==> config.mk <==
export PLATFORM = sky130hd
export DESIGN_NAME = custom_subtractor47_21
export DESIGN_NICKNAME = d
export VERILOG_FILES = /design/src/rtl/custom_subtractor47_21.sv
export SDC_FILE = /design/constraint.sdc
export NUM_CORES = 1
export LEC_CHECK = 0
export ABC_AREA = 1
export BUFFER_PORTS_ARGS = -buffer_cell sky130_fd_sc_hd__buf_2
export CORE_MARGIN = 4
export CORE_UTILIZATION = 32
export CTS_CLUSTER_DIAMETER = 120
export DETAILED_ROUTE_END_ITERATION = 16
export PLACE_DENSITY = 0.49
export SYNTH_ARGS = -nofsm -noshare
export SYNTH_HDL_FRONTEND = slang
export SYNTH_SLANG_ARGS = --single-unit
==> constraint.sdc <==
create_clock -name clk -period 2.9 [get_ports clk]
set_input_delay 0.435 -clock clk [delete_from_list [all_inputs] [get_ports clk]]
set_output_delay 0.435 -clock clk [all_outputs]
set_load 0.01 [all_outputs]
==> src/rtl/custom_subtractor47_21.sv <==
// Multi-cycle subtractor: Diff = {borrow, (A - B) mod 2^47}, computed
// CHUNK_W bits per cycle, least significant slice first, behind a
// valid/ready handshake on both sides.
//
// state | meaning
// ------+-----------------------------------------------------------
// IDLE  | waiting for operands, in_ready high once out of reset
// RUN   | subtracting one slice per edge, in_valid ignored
// DONE  | result held on Diff with out_valid high until out_ready
module custom_subtractor47_21 #(
    parameter int CHUNK_W = 8
) (
    input  logic        clk,
    input  logic        rst_n,
    input  logic        in_valid,
    output logic        in_ready,
    input  logic [46:0] A,
    input  logic [20:0] B,
    output logic        out_valid,
    input  logic        out_ready,
    output logic [47:0] Diff
);

    localparam int NUM_CHUNKS = (47 + CHUNK_W - 1) / CHUNK_W;
    localparam int CNT_W      = (NUM_CHUNKS > 1) ? $clog2(NUM_CHUNKS) : 1;
    localparam logic [CNT_W-1:0] LAST_CNT = CNT_W'(NUM_CHUNKS - 1);

    typedef enum logic [1:0] {
        IDLE = 2'd0,
        RUN  = 2'd1,
        DONE = 2'd2
    } state_t;

    state_t            state_q;
    state_t            state_d;
    logic [46:0]       a_work_q;
    logic [46:0]       b_work_q;
    logic [46:0]       acc_q;
    logic              borrow_q;
    logic [CNT_W-1:0]  cnt_q;
    logic              in_ready_q;
    logic              out_valid_q;
    logic [47:0]       diff_q;

    logic              accept;
    logic              last_slice;
    logic [CHUNK_W:0]  slice_res;
    logic [5:0]        slice_lo;
    logic [46:0]       slice_mask;
    logic [46:0]       slice_pos;
    logic [46:0]       acc_next;

    // in_ready is registered, so nothing is taken on the first edge after reset
    assign accept     = (state_q == IDLE) && in_valid && in_ready_q;
    assign last_slice = (state_q == RUN) && (cnt_q == LAST_CNT);

    // One slice of the subtraction. The operands are shifted down each edge,
    // so the live slice is always the low CHUNK_W bits; above bit 46 the
    // working registers hold zeros, which makes the top bit of slice_res the
    // borrow out of bit 46 even when the final slice is narrower than CHUNK_W.
    always_comb begin
        slice_res  = {1'b0, a_work_q[CHUNK_W-1:0]}
                   - {1'b0, b_work_q[CHUNK_W-1:0]}
                   - {{CHUNK_W{1'b0}}, borrow_q};
        slice_lo   = 6'(int'(cnt_q) * CHUNK_W);
        slice_mask = 47'({CHUNK_W{1'b1}}) << slice_lo;
        slice_pos  = 47'(slice_res[CHUNK_W-1:0]) << slice_lo;
        acc_next   = (acc_q & ~slice_mask) | (slice_pos & slice_mask);
    end

    // FSM state register
    always_ff @(posedge clk or negedge rst_n) begin
        if (!rst_n) begin
            state_q <= IDLE;
        end else begin
            state_q <= state_d;
        end
    end

    // FSM next-state decode
    always_comb begin
        state_d = state_q;
        case (state_q)
            IDLE:    if (accept)     state_d = RUN;
            RUN:     if (last_slice) state_d = DONE;
            DONE:    if (out_ready)  state_d = IDLE;
            default:                 state_d = IDLE;
        endcase
    end

    // Handshake outputs registered from the next state
    always_ff @(posedge clk or negedge rst_n) begin
        if (!rst_n) begin
            in_ready_q  <= 1'b0;
            out_valid_q <= 1'b0;
        end else begin
            in_ready_q  <= (state_d == IDLE);
            out_valid_q <= (state_d == DONE);
        end
    end

    // Working registers, slice counter, borrow chain and result register
    always_ff @(posedge clk or negedge rst_n) begin
        if (!rst_n) begin
            a_work_q <= '0;
            b_work_q <= '0;
            acc_q    <= '0;
            borrow_q <= 1'b0;
            cnt_q    <= '0;
            diff_q   <= '0;
        end else if (accept) begin
            a_work_q <= A;
            b_work_q <= {26'b0, B};
            acc_q    <= '0;
            borrow_q <= 1'b0;
            cnt_q    <= '0;
        end else if (state_q == RUN) begin
            a_work_q <= a_work_q >> CHUNK_W;
            b_work_q <= b_work_q >> CHUNK_W;
            acc_q    <= acc_next;
            borrow_q <= slice_res[CHUNK_W];
            cnt_q    <= cnt_q + 1'b1;
            if (last_slice) begin
                diff_q <= {slice_res[CHUNK_W], acc_next};
            end
        end
    end

    assign in_ready  = in_ready_q;
    assign out_valid = out_valid_q;
    assign Diff      = diff_q;

endmodule

# After elaboration in Yosys (flattened, before gate mapping)
# Index checks and enable logic that the tools add are counted.
# totals
reg_bits	197
latchBits	0
ramBits	0
mem_bits_ro	0
inputBits	72
out_inout_bits	50
word_cells	44
memories	0
# classes
addsub	3
n_mul	0
n_div	0
order_cmp	0
eq_ne	4
n_shift	2
n_mux	14
n_bitwise	5
n_reduce_logical	7
# op_table
cell	count
$mux 47	6
$and 47x47->47	2
$not 47->47	1
$or 47x47->47	1
$shl 8x6->47	1
$shl 8x6->47 const A	1
$sub 8x8->9	1
$sub 9x1->9	1
$mux 2	3
$mux 3	2
$pmux 2 s3	1
$eq 2x2->1 const B	2
$logic_not 2->1	2
$add 3x1->3 const B	1
$eq 3x3->1 const B	1
$logic_and 1x1->1	3
$reduce_and 3->1	1
$eq 2x1->1 const B	1
$mux 1	2
$reduce_bool 2->1	1
$not 1->1	1

# Longest topological paths before layout
# Gate-level depths: netlist of the first run.
# depth
ltp_word	7
mapped_depth	15
ltp_nobuf	15

# Least setup slack after synthesis of the first run
# Ideal clock, no wire load.
# synth_path
path_kind	reg-to-reg
from	register a_work_q[0]
to	register acc_q[28]
setup_ns	0.065
t_arrival_ns	2.066
slack_ns	0.769
stages_incl_launch_ff	12
n_path_buf	0
path_cell_list	dfrtp_1 fa_1 fa_1 inv_1 nand2_1 nand2_1 nand2_1 xor2_1 nand2_1 o21ai_0 nand2_1 nand2_1
# synth_between
elab_chain_cells	7
# synth_lines
item	line_no	text
start, declared	36	logic [46:0] a_work_q;
start signal, assigned	118	a_work_q <= a_work_q >> CHUNK_W;
$sub 8x8->9	63	- {1'b0, b_work_q[CHUNK_W-1:0]}
$sub 9x1->9	64	- {{CHUNK_W{1'b0}}, borrow_q};
$shl 8x6->47	67	slice_pos = 47'(slice_res[CHUNK_W-1:0]) << slice_lo;
$and 47x47->47	68	acc_next = (acc_q & ~slice_mask) | (slice_pos & slice_mask);
$or 47x47->47	68	
$mux 47	117	end else if (state_q == RUN) begin
$mux 47	111	end else if (accept) begin
end signal, assigned	120	acc_q <= acc_next;
end, declared	38	logic [46:0] acc_q;
# Every way passes these cells. The select of a mux whose other input is x is not followed.
# A chain may end at the register's enable or synchronous reset.

# Final worst setup path of the first run
# layout_path
from	register a_work_q[0]
to	register acc_q[4]
# Same word-level chain as after synthesis.

==> results of run 1 <==
-- critical path, cell delays in order (launching register included) --
cell and delay (ps):
dfrtp_1 400, fa_1 460, fa_1 430, inv_1 70, nand2_1 40, nand2_1 50, nand2_1 90, xor2_1 390
nand3_1 220, nand2_1 130, o211ai_1 90, nand2_1 90
-- final cells by class --
cell class / count / area [um2] / area share [%]
Clock buffer: 18 / 439.2 / 4.858
Timing Repair Buffer: 136 / 752.0 / 8.318
Sequential cell: 164 / 4104 / 45.40
Clock inverter: 14 / 152.6 / 1.689
Tap cell: 313 / 391.6 / 4.332
Multi-Input combinational cell: 585 / 2900 / 32.08
Inverter: 80 / 300.3 / 3.322
-- state kept, by name, indices dropped and copies added, names as in the netlist --
register,count
a_work_q,47
in_ready,1
out_valid,1
acc_q,40
borrow_q,1
cnt_q,3
b_work_q,21
state_q,2
Diff,48
-- placed cells by master, fill, tap and decap left out, types with 5 or more instances in the layout --
master,n
nand2_1,358
dfrtp_1,164
buf_2,120
inv_1,74
nand3_1,45
o21ai_0,35
o211ai_1,24
ha_1,17
clkbuf_16,17
o221ai_1,16
nor2_1,15
o21ai_1,12
buf_4,12
a22o_1,11
o22ai_1,9
nand4_1,8
inv_2,6
or2_2,6
a21oi_1,5
-- timing repair --
| action | 4_1_cts | 5_1_grt |
|---|---|---|
| resized for setup | 0 | 0 |
| buffers inserted | 0 | 0 |
| endpoints found under the hold margin | 30 | 0 |
| hold buffers | 1 | 0 |
-- how the worst max path moves through the flow --
stage | from | cells past startpoint | to | slack [ps]
floorplan | a_work_q[0] | 11 | acc_q[28] | 770
global placement | a_work_q[0] | 11 | acc_q[36] | 380
detailed placement | a_work_q[0] | 11 | acc_q[36] | 380
CTS | a_work_q[0] | 11 | acc_q[36] | 340
global route | a_work_q[0] | 11 | Diff[4] | 130
finish | a_work_q[0] | 11 | acc_q[4] | 370
-- power groups by stage --
stage / sequential, mW / clock (mW) / combinational (mW)
after floorplan: 3.63 / 0 / 3.30
after CTS: 3.58 / 2.34 / 4.93
after detailed placement: 3.61 / 0 / 4.90
after global routing: 3.68 / 2.43 / 5.53
final: 3.57 / 2.28 / 4.85
after global placement: 3.61 / 0 / 4.88
-- kinds of logic (layout without fill, tap and decap cells) --
family,count (synthesis),count (layout),synth area share (%)
and+or+nand+nor,439,439,23.98
buffers and inverters,123,248,6.715
xor gates and xnor gates,3,3,0.3500
DFF,164,164,54.66
AOI/OAI and AO/OA,124,124,10.93
adders and majority gates,19,19,3.366
-- per-stage QoR --
step / std cells / setup WS (ps) / total power [mW] / area (um2) / hold slack [ps]
3_3_place_gp: 1277 / 384.5 / 8.496 / 8438 / 444.3
4_1_cts: 1310 / 341.0 / 10.85 / 9040 / 194.4
2_1_floorplan: 872 / 769.5 / 6.927 / 7508 / 139.4
3_5_place_dp: 1277 / 380.0 / 8.511 / 8438 / 445.9
5_1_grt: 1310 / 133.3 / 11.64 / 9040 / 209.2
6_report: 1310 / 368.0 / 10.71 / 9040 / 206.5
-- routing by layer --
layer	GRT usage [%]	up-vias	wire length [um]
li1	-	3047	-
met5	0	-	8
met2	23.10	127	8691
met3	3.292	19	803
met4	3.955	2	251
met1	23.91	2839	10520
==> run summary, run 1 <==
The most repeated cell in the gate-level netlist after synthesis is nand2_1. The remaining routing DRC violations is 0. In this run switching power makes up 43.61% of total power. The switching component of the power is 4.668 mW.

The number of warnings reported in the yosys synthesis log came out at 0. The count of flip-flops with a built-in enable after synthesis came out at 0. The max-cap violation count is 0.

The beginning of the worst register-to-register path is a_work_q[0]. TritonCTS built the clock tree. The first detailed-routing pass took 5 iterations. The final HPWL from detailed placement is 13580 um. Sequential cells burn 33.4% of the power.

The internal power component is 6.037 mW. The worst reg2reg path endpoint is acc_q[4]. The fraction of power consumed by the clock network is 21.3%. Sequential elements use 54.66% of the synthesized area.

For this configuration, the core starts out at a cell density of 32.86%. The cell row count is 55. The number of antenna violations at the first check in global routing came out at 1. The area growth from synthesis to layout is 20.40%. The maximum clock frequency came out at 394.9 MHz. After synthesis the netlist holds a flip-flop and latch count of 164. The total vias in the final route is 6034. Measured along the x axis, the die boundary spans 161.2 um.

The number of buffers inserted by port buffering came out at 121. The number of hold-slack violations in the final timing report is 0. The detailed-route vias per instance came out at 4.606. For flop-to-flop paths, the worst setup slack is 370 ps. The clock-pin slew on the worst setup and hold paths came out at 70 ps. The required time of the critical path came out at 3260 ps. The proportion of register bits with asynchronous set or reset after synthesis is 100.0%. The total negative slack is 0 ps.

The part of the cycle the worst path needs is 87.31%. For this block, the routed nets add up to 20270 um of wire. The clock reaches the later pin of the worst-skew pair after 430 ps. The global-route wire length before repair is 32690 um. The total of endpoints with negative setup slack in the final report came out at 0.

The ratio of cells with drive above 1 in the final layout is 18.46%. The top flip-flop cell by instance count after synthesis is dfrtp_1. The number of DRC markers in iteration 0 is 370. The critical-path maximum fanout is 4. After synthesis, the most frequently instantiated cells are nand2_1, dfrtp_1, inv_1, nand3_1, o21ai_0.

The buffer cell driving the clock tree root is clkbuf_16. The worst setup path is captured at a register. The total global routing track utilization is 15.80%. Per report_power, the combinational group accounts for 45.3% of the total. The mean area per synthesized cell is 8.611 um2.

The static leakage came out at 4.679 nW. The run finished with clean final reports. The shortest clock period the worst path allows after layout came out at 2532 ps.

Summing every instance area after synthesis gives 7508 um2. The number of sinks on the clock net came out at 164. The largest buffer count on any clock path came out at 2. The synthesized netlist contains 34 unique library cells.

The pin count of the biggest net entering global routing came out at 69. The layout filler cell count is 2383. The pin slew with the least headroom to its limit came out at 981.5 ps. The final-report max-slew violation count is 0. In the post-synthesis netlist, the biggest area contributors are dfrtp_1, nand2_1, inv_1, nand3_1, ha_1.

In the synthesized netlist, the number of instances is 872. The number of nets produced by synthesis came out at 963. The path with the worst hold slack has its endpoint at b_work_q[20]. The die area is 25980 um2. 122 I/O pins were placed. The startpoint identified for the worst hold timing path is B[20]. The depth of the worst register-to-register path came out at 11. Setup repair after global routing left no endpoint under its margin.

The routed wirelength normalized by instance count is 15.48 um. The via count of the first global-routing pass came out at 5969. The peak ir drop on the vdd network came out at 505.1 uV. The placeable core region came out at 22850 um2.

The critical path in this run is classified as register to register. The arrival time of data at the critical path endpoint came out at 2900 ps. The top cell type by area accounts for 54.66% of the synthesized area. Routability-driven placement finished with a final weighted congestion of 0.8150. Summed over all layers, the global routing overflow is 0.

The cell type contributing the most total cell area after synthesis is dfrtp_1. The repair_antennas step left the layout with diodes totalling 0. The worst hold path cell count came out at 3.

STA classifies the critical path startpoint as a register. The net total in the final layout is 1075. In this run the remaining antenna-violating nets after routing total 0. In this run, CTS created clock tree buffers numbering 17.

The worst hold path belongs to the class input pin to register. The power per unit of standard cell area came out at 1184 nW/um2. The maximum level of the CTS H-tree came out at 4. The die boundary height came out at 161.2 um. Cells fill 39.57% of the core in the end.

The headroom to the max-slew limit is 34.57%. The worst-case clock skew is 10.46 ps.
No activity file was read; power rests on OpenSTA's default activity.
==> run 2, diff against run 1 <==
Settings changed: ABC_AREA 1 to 0.
==> run summary, run 2 <==
The most repeated cell in the gate-level netlist after synthesis is nand2_1. The critical-path maximum fanout came to 6 (+2). The number of warnings reported in the yosys synthesis log was 0 (unchanged). The critical path is of the register to register type. The area added between synthesis and finish came out at 21.27%. The count of boundary I/O pins is 122 (unchanged).

The total global routing track utilization is 15.87% (+0.064 points). Grouping stages by cell kind, the critical path spends the most delay in adder cells. The gate count after technology mapping is 717 (-18%). Walking the worst path, the cells encountered are fa_1, fa_1, nand2b_1, a21oi_1, o21ai_1, xor2_1, a22o_1.

The slowest stage of the critical path belongs to the cell xor2_1. The max-cap violation count was 0 (unchanged). The effective utilization at floorplan came out at 32.88% (about the same). The antenna violation net count after detailed routing came to 0 (unchanged).

The count of placed standard cells including taps was 1090 (-15%). The number of sinks on the clock net came to 164 (unchanged). The static leakage came out at 4.392 nW (-6.1%). The detailed-route vias per instance came out at 4.990 (+8.3%).

The mean area per synthesized cell came out at 10.13 um2 (+18%). The clock-pin slew on the worst setup and hold paths is 70 ps (about the same). In the synthesized netlist the dominant register cell turns out to be dfrtp_1. The die area came out at 25180 um2 (-3.1%).

The sequential fraction of design power came out at 33.9% (+0.5 points). The power per unit of standard cell area is 1246 nW/um2 (+5.2%). The maximum clock frequency is 369.6 MHz (-6.4%).

The remaining routing DRC violations came to 0 (unchanged). The via count of the first global-routing pass is 5477 (-8.2%). The number of flip-flops and latches in the synthesized netlist is 164 (unchanged). The worst-skew pair later-pin latency came out at 430 ps (about the same). The switching component of the power is 4.688 mW (+0.41%). The number of DRC markers in iteration 0 came to 343 (-7.3%). The worst hold path belongs to the class input pin to register.

The flip-flop count of the largest register after layout came out at 48 (unchanged). Setup repair after global routing left no endpoint under its margin. The shortest clock period the worst path allows after layout came out at 2705 ps (+173.2 ps). The ratio of cells with drive above 1 in the final layout came out at 22.57% (+4.1 points). The library cell used most frequently in the layout, excluding fill and tap cells, is nand2_1. The proportion of register bits with asynchronous set or reset after synthesis is 100.0% (unchanged).

The commonest cells after synthesis are nand2_1, dfrtp_1, a22oi_1, nor2_1, o21ai_0. The longest individual stage delay on the worst path is 500 ps (+40 ps). The number of buffers inserted by port buffering is 121 (unchanged). The routed wirelength normalized by instance count came out at 17.24 um (+11%). The count of flip-flops with a built-in enable after synthesis was 0 (unchanged).

The number of antenna violations at the first check in global routing came to 6 (+5). The part of the cycle the worst path needs is 93.29% (+6.0 points). The fraction of power spent switching nets came to 42.71% (-0.90 points).

The maximum level of the CTS H-tree is 4 (unchanged). The worst-case register-to-register setup slack came to 190 ps (-170 ps). The required time of the critical path came out at 3260 ps (about the same). The power share of the combinational group is 45.4% (about the same). The pin slew with the least headroom to its limit is 1067 ps (+85.21 ps).

The fraction of power consumed by the clock network came out at 20.7% (-0.6 points). The total of endpoints with negative setup slack in the final report is 0 (unchanged). STA classifies the critical path endpoint as a register. The arrival time of data at the critical path endpoint is 3070 ps (+170 ps). dfrtp_1 takes more of the synthesized area than any other cell. The horizontal extent of the die is 158.7 um (-1.6%). The number of iterations in the first detailed-routing pass came out at 4 (-1). The number of standard cells in the layout, taps in and fillers out came out at 1123 (-14%). The final HPWL from detailed placement came out at 13260 um (-2.4%). In this run the clock root is driven by a clkbuf_16. The final-report max-slew violation count came out at 0 (unchanged).

The placeable core region is 22090 um2 (-3.3%). The number of hold-slack violations in the final timing report is 0 (unchanged). The net total in the final layout is 921 (-14%).

The worst-case clock skew came out at 10.74 ps (+0.2863 ps). The number of unique standard cell types used by synthesis came out at 57 (+68%). The placer's final routability congestion estimate was 0.7918 (-2.8%). The die boundary height came out at 158.7 um (-1.6%). The final wirelength came out at 19360 um (-4.5%).

The area share of the largest cell type after synthesis is 56.49% (+1.8 points). In this design, the critical path's most frequently occurring cell is fa_1. The run finished with clean final reports. In the layout the commonest cells are nand2_1, dfrtp_1, buf_2, a22oi_1, nor2_1.

The TritonCTS buffer count came out at 17 (unchanged). The global-route wire length before repair is 30940 um (-5.4%). The pin count of the biggest net entering global routing was 104 (+51%). After synthesis, the cell types taking the most area are dfrtp_1, nand2_1, a22oi_1, a22o_1, ha_1. The part of the Yosys area used for sequential elements came to 56.49% (+1.8 points).

The total vias in the final route came out at 5604 (-7.1%). The peak ir drop on the vdd network is 429.4 uV (-15%). The cell row count is 54 (-1.8%). The internal power component is 6.289 mW (+4.2%). TritonCTS built the clock tree. The aggregate global routing overflow came out at 0 (unchanged). The number of nets produced by synthesis came out at 808 (-16%). The synthesized cell area was 7264 um2 (-3.2%).

The total negative slack is 0 ps (unchanged). The headroom to the max-slew limit was 28.72% (-5.8 points). The launching element type of the critical path is a register.

The largest buffer count on any clock path came out at 2 (unchanged). The buffer and inverter count on the worst path came out at 0 (-1).
-- run 2: cell count changes in the layout (fill, tap and decap cells not counted), sizes merged, moves of 9 or more --
| cell | before | now |
|---|---|---|
| nor3 | 1 | 14 |
| nor2 | 19 | 41 |
| a32o | 0 | 9 |
| a221oi | 0 | 11 |
| a22o | 11 | 31 |
| o221ai | 16 | 0 |
| inv | 84 | 27 |
| o21ai | 47 | 38 |
| nand3 | 45 | 4 |
| o211ai | 24 | 2 |
| nand2 | 358 | 198 |
| a22oi | 2 | 44 |
-- run 2: power by group through the flow --
stage          Combinational (mW)  Clock, mW  Sequential [mW]
3_5_place_dp                 5.08          0             3.77
6_report                     4.98       2.27             3.73
5_1_grt                      5.58       2.42             3.84
3_3_place_gp                 5.03          0             3.77
2_1_floorplan                3.23          0             3.72
4_1_cts                      5.09       2.33             3.74
-- run 2: cell type report --
| cell class | instances | area [um2] |
|---|---|---|
| well taps | 280 | 350.3 |
| multi-input cells | 484 | 2882 |
| flip-flops and latches | 164 | 4104 |
| fillers | 2233 | 13280 |
| clock buffers | 18 | 439.2 |
| diodes | 1 | 2.502 |
| repair buffers | 140 | 794.5 |
| clock inverters | 13 | 148.9 |
| inverters | 23 | 88.84 |
-- run 2: timing repair --
action | in CTS | in global routing
hold buffers | 1 | 0
gates resized for setup | 0 | 0
endpoints found under the hold margin | 46 | 0
buffers inserted | 0 | 0
-- run 2: cell families (layout without fill, tap and decap cells) --
logic type               count (synthesis)  count (layout)  synth area share [%]
buffers and inverters                   69             194                 4.254
AND/OR/NAND/NOR                        287             287                 16.74
multiplexers                             1               1                0.1378
flip-flops                             164             164                 56.49
AO/OA/AOI/OAI                          172             172                 18.29
other                                    0               1                     0
adder cells (fa/ha/maj)                 19              19                 3.479
XOR/XNOR                                 5               5                0.6029
-- run 2: path summary, 6_finish.rpt --
kind,from,endpoint,depth (start not counted)
setup / recovery,a_work_q[0],acc_q[6],7
hold / removal,B[13],b_work_q[13],3
setup reg to reg,a_work_q[0],acc_q[6],7
hold reg to reg,Diff[3],Diff[3],2
max in group asynchronous,rst_n,acc_q[35],3
min in group asynchronous,rst_n,Diff[7],2
-- run 2: metal layers --
layer	wire length, um	share of wire (%)	global-route usage (%)	vias to the layer above
met1	9301	48	22.86	2676
met2	8409	43	22.75	145
met3	1290	6.7	5.219	31
met5	44	0.23	0	-
met4	311	1.6	4.712	10
li1	-	-	-	2742
-- run 2: per-stage QoR --
stage               total power, mW  utilization (%)  setup slack (ps)  area [um2]  hold WS, ps
finish                        10.98            39.87             194.7        8810        207.9
global placement              8.801            37.16             261.5        8209        429.9
floorplan                     6.955                -             562.7        7264        139.4
global route                  11.83            39.87             37.43        8810        198.8
CTS                           11.16            39.86             182.3        8807        183.4
detailed placement            8.854            37.16             216.7        8209        420.0
-- run 2: worst register-to-register path, delay by kind of cell, from the launching register on --
kind	cells	cell delay (ps)
fa+ha+maj	2	870
compound gates	3	720
xor+xnor	1	500
flops	1	390
simple gates	1	160
==> run 3, diff against run 2 <==
Settings changed: MAX_ROUTING_LAYER from default to met4, RECOVER_POWER from default to 25.
==> run summary, run 3 (synthesized netlist as in run 2, its figures left out) <==
The total global routing track utilization is 16.34% (+0.47 points). The effective utilization at floorplan is 32.88% (unchanged). The die area is 25180 um2 (unchanged).

The total negative slack came out at 0 ps (unchanged). The library cell used most frequently in the layout, excluding fill and tap cells, is nand2_1. The placeable core region came out at 22090 um2 (unchanged). The aggregate global routing overflow came to 0 (unchanged). The via count of the first global-routing pass came out at 5518 (+0.75%). The detailed-route vias per instance came out at 4.948 (-0.85%). The clock-pin slew on the worst setup and hold paths is 70 ps (about the same). The number of instances resized during post-cts repair is 0 (unchanged). The critical-path maximum fanout is 6 (unchanged). The final-report max-slew violation count is 0 (unchanged). The number of buffers inserted by port buffering came out at 121 (unchanged). The final wirelength is 19390 um (+0.16%).

The peak ir drop on the vdd network is 427.9 uV (-0.36%). The flip-flop count of the largest register after layout came out at 48 (unchanged). The horizontal extent of the die came out at 158.7 um (unchanged). The placer's final routability congestion estimate is 0.8030 (+1.4%). The power per unit of standard cell area came out at 1247 nW/um2 (about the same). The pin count of the biggest net entering global routing is 104 (unchanged). The static leakage came out at 4.380 nW (-0.28%).

The maximum level of the CTS H-tree came out at 4 (unchanged). The ratio of cells with drive above 1 in the final layout is 22.45% (-0.12 points). The internal power component is 6.284 mW (about the same). The largest buffer count on any clock path came out at 2 (unchanged). The number of hold-slack violations in the final timing report came to 0 (unchanged). The max-cap violation count is 0 (unchanged).

The total of endpoints with negative setup slack in the final report came out at 0 (unchanged). The shortest clock period the worst path allows after layout came out at 2712 ps (+7.124 ps). The total vias in the final route was 5581 (-0.41%). The buffer cell driving the clock tree root is clkbuf_16.

The net total in the final layout is 921 (unchanged). The fraction of power consumed by the clock network is 20.6% (about the same). The die boundary height is 158.7 um (unchanged). The final HPWL from detailed placement came out at 13260 um (unchanged).

The number of DRC markers in iteration 0 came out at 373 (+8.7%). The tightest min-delay check is of the input pin to register type. The fraction of power spent switching nets is 42.70% (about the same). The cell row count is 54 (unchanged). The utilization after layout is 39.82% (-0.057 points). Setup repair after global routing left no endpoint under its margin. The pin slew with the least headroom to its limit is 1297 ps (+230.5 ps). The worst-case clock skew is 10.89 ps (+0.1489 ps). The global-route wire length before repair is 30870 um (-0.22%). The routed wirelength normalized by instance count is 17.19 um (-0.28%). The sequential fraction of design power is 34.0% (about the same). The remaining routing DRC violations was 0 (unchanged).

The antenna violation net count after detailed routing came out at 0 (unchanged). STA classifies the critical path startpoint as a register. The area added between synthesis and finish is 21.10%.

The top cell types in the final layout, fill and taps aside, are nand2_1, dfrtp_1, buf_2, a22oi_1, nor2_1. The required time of the critical path came to 3260 ps (about the same). The number of antenna violations at the first check in global routing came out at 6 (unchanged).

The run finished with clean final reports. The clock tree from TritonCTS is done. The TritonCTS buffer count came to 17 (unchanged). The power share of the combinational group is 45.4% (about the same). The number of sinks on the clock net came out at 164 (unchanged). The count of boundary I/O pins is 122 (unchanged).

The arrival time of data at the critical path endpoint is 3080 ps (about the same). The part of the cycle the worst path needs is 93.53% (+0.25 points). The headroom to the max-slew limit is 13.52% (-15 points). The setup fix buffers added after clock tree synthesis is 0 (unchanged).

The switching component of the power came out at 4.682 mW (-0.11%). The number of hold-repair buffers added at the cts stage is 1 (unchanged). The worst-skew pair later-pin latency came out at 420 ps (about the same). The maximum clock frequency came out at 368.7 MHz (-0.26%). The type of element capturing the critical path is a register. The number of iterations in the first detailed-routing pass is 5 (+1). The critical path in this run is classified as register to register.
==> run 3: changes by cell type in the layout (fill, tap and decap cells not counted), sizes merged <==
cell    previous run  this run
buf              139       136
diode              1         6
clkbuf            18        21
==> run 3: worst paths after layout <==
kind / start / endpoint / slack [ps] / depth (start not counted)
hold reg to reg: Diff[3] / Diff[3] / 470 / 2
setup / recovery: a_work_q[0] / acc_q[6] / 190 / 7
min in group asynchronous: rst_n / Diff[7] / 840 / 2
hold / removal: B[13] / b_work_q[13] / 210 / 3
setup reg to reg: a_work_q[0] / acc_q[6] / 190 / 7
max in group asynchronous: rst_n / b_work_q[4] / 430 / 3
==> run 3: critical path: stages (launching register included) <==
cell and delay [ps]:
dfrtp_1 390, fa_1 460, fa_1 410, nand2b_1 160, a21oi_1 310, o21ai_1 160, xor2_1 500, a22o_1 240
==> run 3: layout make-up <==
type / count / area (um2)
fillers: 2238 / 13300
flip-flops and latches: 164 / 4104
multi-input cells: 484 / 2882
repair buffers: 140 / 769.5
clock buffers: 18 / 439.2
well taps: 280 / 350.3
clock inverters: 13 / 148.9
inverters: 23 / 88.84
diodes: 6 / 15.01
==> run 3: through the flow <==
step	setup slack [ps]	cells	hold slack, ps	power [mW]	area [um2]
finish	187.6	1128	208.4	10.97	8797
global route	34.46	1128	198.9	11.83	8797
CTS	182.3	1122	183.4	11.16	8807
detailed placement	216.7	1090	420.0	8.854	8209
global placement	261.5	1090	429.9	8.801	8209
floorplan	562.7	717	139.4	6.955	7264
==> run 3: power groups by stage <==
stage	Sequential [mW]	Combinational, mW	Clock, mW
floorplan	3.72	3.23	0
global placement	3.77	5.03	0
CTS	3.74	5.09	2.33
global route	3.84	5.58	2.42
detailed placement	3.77	5.08	0
finish	3.73	4.98	2.26
==> run 3: metal layers <==
metal,GRT usage [%],vias to the layer above,wire [um]
met5,-,-,0
li1,-,2749,-
met2,22.79,149,8571
met1,23.26,2664,9416
met4,4.712,0,271
met3,4.539,19,1127
